`src/rtl/cnn_dma_pkg.sv`:
```
// cnn_dma_pkg: DMA loader state encoding and ping-pong buffer selects shared with control_unit
package cnn_dma_pkg;
  localparam logic [1:0] ST_IDLE  = 2'd0;
  localparam logic [1:0] ST_ISSUE = 2'd1;
  localparam logic [1:0] ST_DRAIN = 2'd2;
  localparam logic [1:0] ST_DONE  = 2'd3;
  typedef enum logic [1:0] {
    IDLE  = ST_IDLE,
    ISSUE = ST_ISSUE,
    DRAIN = ST_DRAIN,
    DONE  = ST_DONE
  } dma_state_e;
  localparam logic BUF_A = 1'b0;
  localparam logic BUF_B = 1'b1;
endpackage

```
`src/rtl/dma_outstanding_ctr.sv`:
```
// dma_outstanding_ctr: up/down credit counter of issued-but-unreturned reads with full flag
module dma_outstanding_ctr #(
  parameter int MAX_OUTSTANDING = 4
) (
  input  logic clk,
  input  logic reset,
  input  logic inc,
  input  logic dec,
  output logic full
);
  localparam int CW = $clog2(MAX_OUTSTANDING + 1);
  logic [CW-1:0] cnt_q, cnt_d;
  always_comb cnt_d = cnt_q + CW'(inc) - CW'(dec);
  always_ff @(posedge clk or posedge reset)
    if (reset) cnt_q <= '0;
    else cnt_q <= cnt_d;
  assign full = cnt_q == CW'(MAX_OUTSTANDING);
endmodule

```
`src/rtl/dma_input_loader.sv`:
```
// dma_input_loader: prefetch DMA copying a contiguous external block into one ping-pong buffer half
module dma_input_loader
  import cnn_dma_pkg::*;
#(
  parameter int DATA_W          = 32,
  parameter int MEM_AW          = 24,
  parameter int BUF_AW          = 10,
  parameter int MAX_OUTSTANDING = 4
) (
  input  logic              clk,
  input  logic              reset,
  input  logic              dma_start,
  input  logic [MEM_AW-1:0] src_base,
  input  logic [BUF_AW:0]   xfer_len,
  input  logic              dst_buf,
  output logic              dma_done,
  output logic              busy,
  output logic              mem_req_valid,
  input  logic              mem_req_ready,
  output logic [MEM_AW-1:0] mem_req_addr,
  input  logic              mem_rsp_valid,
  input  logic [DATA_W-1:0] mem_rsp_data,
  output logic              buf_wr_en,
  output logic              buf_wr_sel,
  output logic [BUF_AW-1:0] buf_wr_addr,
  output logic [DATA_W-1:0] buf_wr_data
);
  localparam int LW = BUF_AW + 1;
  localparam logic [LW-1:0] MAX_LEN = LW'(1) << BUF_AW;
  dma_state_e state_q, state_d;
  logic [MEM_AW-1:0] addr_q, addr_d;
  logic [LW-1:0] len_q, len_d, issued_q, issued_d, rcvd_q, rcvd_d;
  logic sel_q, sel_d, full, req_fire, rsp_fire;
  dma_outstanding_ctr #(.MAX_OUTSTANDING(MAX_OUTSTANDING)) u_ctr (
    .clk(clk), .reset(reset), .inc(req_fire), .dec(rsp_fire), .full(full)
  );
  always_comb begin
    mem_req_valid = state_q == ISSUE && issued_q < len_q && !full;
    req_fire = mem_req_valid && mem_req_ready;
    rsp_fire = mem_rsp_valid && (state_q == ISSUE || state_q == DRAIN);
    issued_d = issued_q + LW'(req_fire);
    rcvd_d = rcvd_q + LW'(rsp_fire);
    addr_d = addr_q + MEM_AW'(req_fire);
    len_d = len_q;
    sel_d = sel_q;
    state_d = state_q;
    case (state_q)
      IDLE: if (dma_start) begin
        len_d = xfer_len > MAX_LEN ? MAX_LEN : xfer_len;
        addr_d = src_base;
        sel_d = dst_buf;
        issued_d = '0;
        rcvd_d = '0;
        state_d = xfer_len == '0 ? DONE : ISSUE;
      end
      // a same-cycle response to the last request may already complete the block
      ISSUE: if (req_fire && issued_d == len_q) state_d = rcvd_d == len_q ? DONE : DRAIN;
      DRAIN: if (rcvd_d == len_q) state_d = DONE;
      default: state_d = IDLE;
    endcase
  end
  always_ff @(posedge clk or posedge reset)
    if (reset) begin
      state_q <= IDLE;
      addr_q <= '0;
      len_q <= '0;
      issued_q <= '0;
      rcvd_q <= '0;
      sel_q <= BUF_A;
    end else begin
      state_q <= state_d;
      addr_q <= addr_d;
      len_q <= len_d;
      issued_q <= issued_d;
      rcvd_q <= rcvd_d;
      sel_q <= sel_d;
    end
  assign busy = state_q != IDLE;
  assign dma_done = state_q == DONE;
  assign mem_req_addr = addr_q;
  assign buf_wr_en = rsp_fire;
  assign buf_wr_sel = sel_q;
  assign buf_wr_addr = rcvd_q[BUF_AW-1:0];
  assign buf_wr_data = rsp_fire ? mem_rsp_data : '0;
endmodule

```
`config.mk`:
```
export PLATFORM = sky130hd
export DESIGN_NAME = dma_input_loader
export DESIGN_NICKNAME = d
export VERILOG_FILES = /design/src/rtl/cnn_dma_pkg.sv /design/src/rtl/dma_outstanding_ctr.sv /design/src/rtl/dma_input_loader.sv
export SDC_FILE = /design/constraint.sdc
export NUM_CORES = 1
export LEC_CHECK = 0
export ABC_AREA = 1
export CAP_MARGIN = 10
export CORE_MARGIN = 5
export CORE_UTILIZATION = 48
export DETAILED_ROUTE_END_ITERATION = 8
export GPL_TIMING_DRIVEN = 0
export PLACE_DENSITY = 0.94
export SETUP_SLACK_MARGIN = 0.1
export SLEW_MARGIN = 20
export SYNTH_ARGS = -nofsm -noshare
export SYNTH_HDL_FRONTEND = slang
export SYNTH_HIERARCHICAL = 1
export SYNTH_SLANG_ARGS = --single-unit
```
`constraint.sdc`:
```
create_clock -name clk -period 3.4 [get_ports clk]
set_clock_uncertainty 0.05 [all_clocks]
set_input_delay 0.34 -clock clk [delete_from_list [all_inputs] [get_ports clk]]
set_output_delay 0.34 -clock clk [all_outputs]
set_load 0.1 [all_outputs]
```
==> results.yml <==
run_status:
  run_status: "completed"
place:
  port_buffers: 143
  place.gp.congestion: 0.9131
  dp.cells: 980
  post-dp-hpwl_um: 11220
  place_area_mm2: 0.006271
synthesis:
  synth_enable_flop_cells: 0
  yosys-top-cells-area: "dfrtp_1, nand2_1, inv_1"
  synthCells: 707
  postSynth.asyncResetShare: 1.000
  yosysMostFrequentCell: "nand2_1"
  synth_cell_type_count: 35
  syn_nets: 803
  synth_flop_cell: "dfrtp_1"
  ys_seq_elements: 63
  netlist.area_leader.share: 0.3406
  yosysTopAreaCell: "dfrtp_1"
  yosys-top-cells-count: "nand2_1, inv_1, nor2_1"
  synth_area_mm2: 0.004628
  syn_avg_cell_area_um2: 6.546
  ys_seq_area_frac: 0.3406
  yosysWarnings: 6
worst_setup_path:
  critPathRequiredTime_ns: 3.60
  crit_type: "flop to flop"
  worstReg2RegStart: "len_q[1]$_DFFE_PP0P_"
  path_max_fanout: 6
  start_kind: "flop"
  rr_worst_depth: 24
  critPathArrivalTime_ns: 3.43
  reg2reg_slack_ns: 0.17
  endpoint_kind: "flop"
  r2r_end: "state_q[1]$_DFFE_PP0P_"
finish:
  final_area_mm2: 0.006869
  seqCellArea_mm2: 0.001580
  num-fill-cells: 644
  syn_to_final_growth_pct: 48.42
  multi_input_area_mm2: 0.002594
  nets: 981
  fin_cells: 1019
  layout-drive-gt1-share: 0.1337
  n_antenna_cell: 0
cts:
  htreeDepth: 3
  insertion_delay_ns: 0.37
  path_clk_slew_ns: 0.08
  max-clock-path-buffers: 2
  clkSinkCount: 63
  hold_buffers: 0
  cts_tree: "built"
  root_buffer: "clkbuf_8"
  cts_made_buffers: 9
sta:
  slew_headroom: 0.2894
  hold_ws_ns: 0.1969
  hold_viol: 0
  max_freq_mhz: 309.7
  rsz0062_at_grt: "true"
  fin_crit_sh: 0.9497
  slew_viol_final: 0
  tightest_slew_ns: 1.063
  setup_viol: 0
  min_period_ns: 3.229
power:
  powerDensity_mw_per_mm2: 996.0
  ir_drop_mv: 0.9249
  power_mw: 6.842
  p_leak_nw: 3.548
global_route:
  grt_max_degree: 49
  grt_pass1_wl_um: 23120
  grt_usage: 0.2526
  grt_pass1_vias: 5043
  gr-total-overflow: 0
  antenna_found_initial: 0
job:
  cap_violations: 0
routing:
  vias: 5431
  viasPerCell: 5.330
  wl_um: 16090
  ant_nets: 0
  drc: 0
  wl_per_cell_um: 15.79
  drt_iter0_markers: 402
  firstDrtPassIters: 5
die:
  die_w_um: 108.2
  dieArea_mm2: 0.01171
  io_pins: 144
  initial_core_util: 0.4962
  core_mm2: 0.009328
  rows: 35
  die_height_um: 108.2
min_path:
  hp-class: "input pin to async pin"
timing repair:
| item | in CTS | in global routing |
|---|---|---|
| pin swaps | 1 | 9 |
| buffers inserted | 3 | 20 |
| gates resized for setup | 11 | 46 |
| setup endpoints to repair | 8 | 35 |
per-layer routing:
metal,vias up,global-route usage,wire (um)
li1,2534,-,-
met1,2471,0.2818,5666
met2,339,0.4298,7826
met3,87,0.09552,1859
met4,0,0.1109,740
met5,-,0,0
per-stage QoR:
step	setup slack, ns	util	TNS (ns)
finish	0.1712	0.7364	0
global route	-0.08453	0.7364	-0.1622
CTS	0.1092	0.7037	0
detailed placement	-0.4142	0.6723	-1.095
global placement	-0.3396	0.6691	-0.8640
floorplan	0.1396	-	0
area by class of cell:
type	count	share of cell area
Sequential cell	63	0.2301
Multi-Input combinational cell	490	0.3776
Buffer	23	0.01894
Inverter	131	0.07250
Clock buffer	11	0.02204
Timing Repair Buffer	167	0.2437
Tap cell	129	0.02350
Clock inverter	5	0.01166
layout by cell type, fill, tap and decap left out, types with 8 or more instances in the layout:
cell type	count
xor2_1	8
clkbuf_8	11
clkdlybuf4s50_1	126
nand3_1	57
dlymetal6s2s_1	16
inv_1	115
o21ai_0	22
ha_4	9
a21oi_1	16
inv_2	12
nand4_1	10
nor2_2	9
buf_4	33
nand2_1	184
nand2_2	11
dfrtp_1	60
clkbuf_1	9
nor2_1	102
ha_1	12
worst max-delay path by stage:
stage	from	slack (ns)	depth (start not counted)	end
global route	state_q[0]$_DFFE_PP0P_	-0.08	18	state_q[1]$_DFFE_PP0P_
CTS	state_q[0]$_DFFE_PP0P_	0.11	6	buf_wr_data[4]
floorplan	state_q[0]$_DFFE_PP0P_	0.14	18	state_q[0]$_DFFE_PP0P_
detailed placement	len_q[10]$_DFFE_PP0P_	-0.41	22	state_q[1]$_DFFE_PP0P_
global placement	len_q[10]$_DFFE_PP0P_	-0.34	24	state_q[0]$_DFFE_PP0P_
finish	len_q[1]$_DFFE_PP0P_	0.17	24	state_q[1]$_DFFE_PP0P_
worst max-delay path, stage by stage (launching register included):
cell,delay [ns]
dfrtp_1,0.42
inv_2,0.08
ha_1,0.29
nand2_1,0.06
inv_1,0.05
nand2_1,0.06
nand2_1,0.08
nand2_1,0.08
nand3_2,0.10
nor2_4,0.17
ha_4,0.18
ha_4,0.18
nand3_2,0.11
nor2_2,0.20
nand2_1,0.10
nand3_1,0.09
nand2_1,0.10
inv_1,0.07
nand2_1,0.06
nor2_1,0.14
nand3_1,0.12
nand2_1,0.10
nand3_1,0.08
nand2_1,0.07
nand2_1,0.05
flip-flops by register name, summed over array words and instances (netlist names):
register,cells
mem_req_addr,24
issued_q,11
len_q,11
rcvd_q,11
u_ctr/cnt_q,3
state_q,2
buf_wr_sel,1
report_power, final:
part / internal [mW] / leakage, nW / switching, mW
Clock: 0.451 / 0.112 / 0.332
Combinational: 1.25 / 2.65 / 3.47
Sequential: 1.01 / 0.786 / 0.333
Total: 2.71 / 3.55 / 4.13
logic make-up (layout without fill, tap and decap cells):
family | Yosys count | after routing | synth area share
simple gates | 408 | 408 | 0.3842
buf+inv | 154 | 337 | 0.1336
flops | 63 | 63 | 0.3406
compound gates | 44 | 44 | 0.04866
fa+ha+maj | 23 | 23 | 0.06380
xor+xnor | 12 | 12 | 0.02271
mux | 3 | 3 | 0.006488
Power figures use the tool's default switching activity.
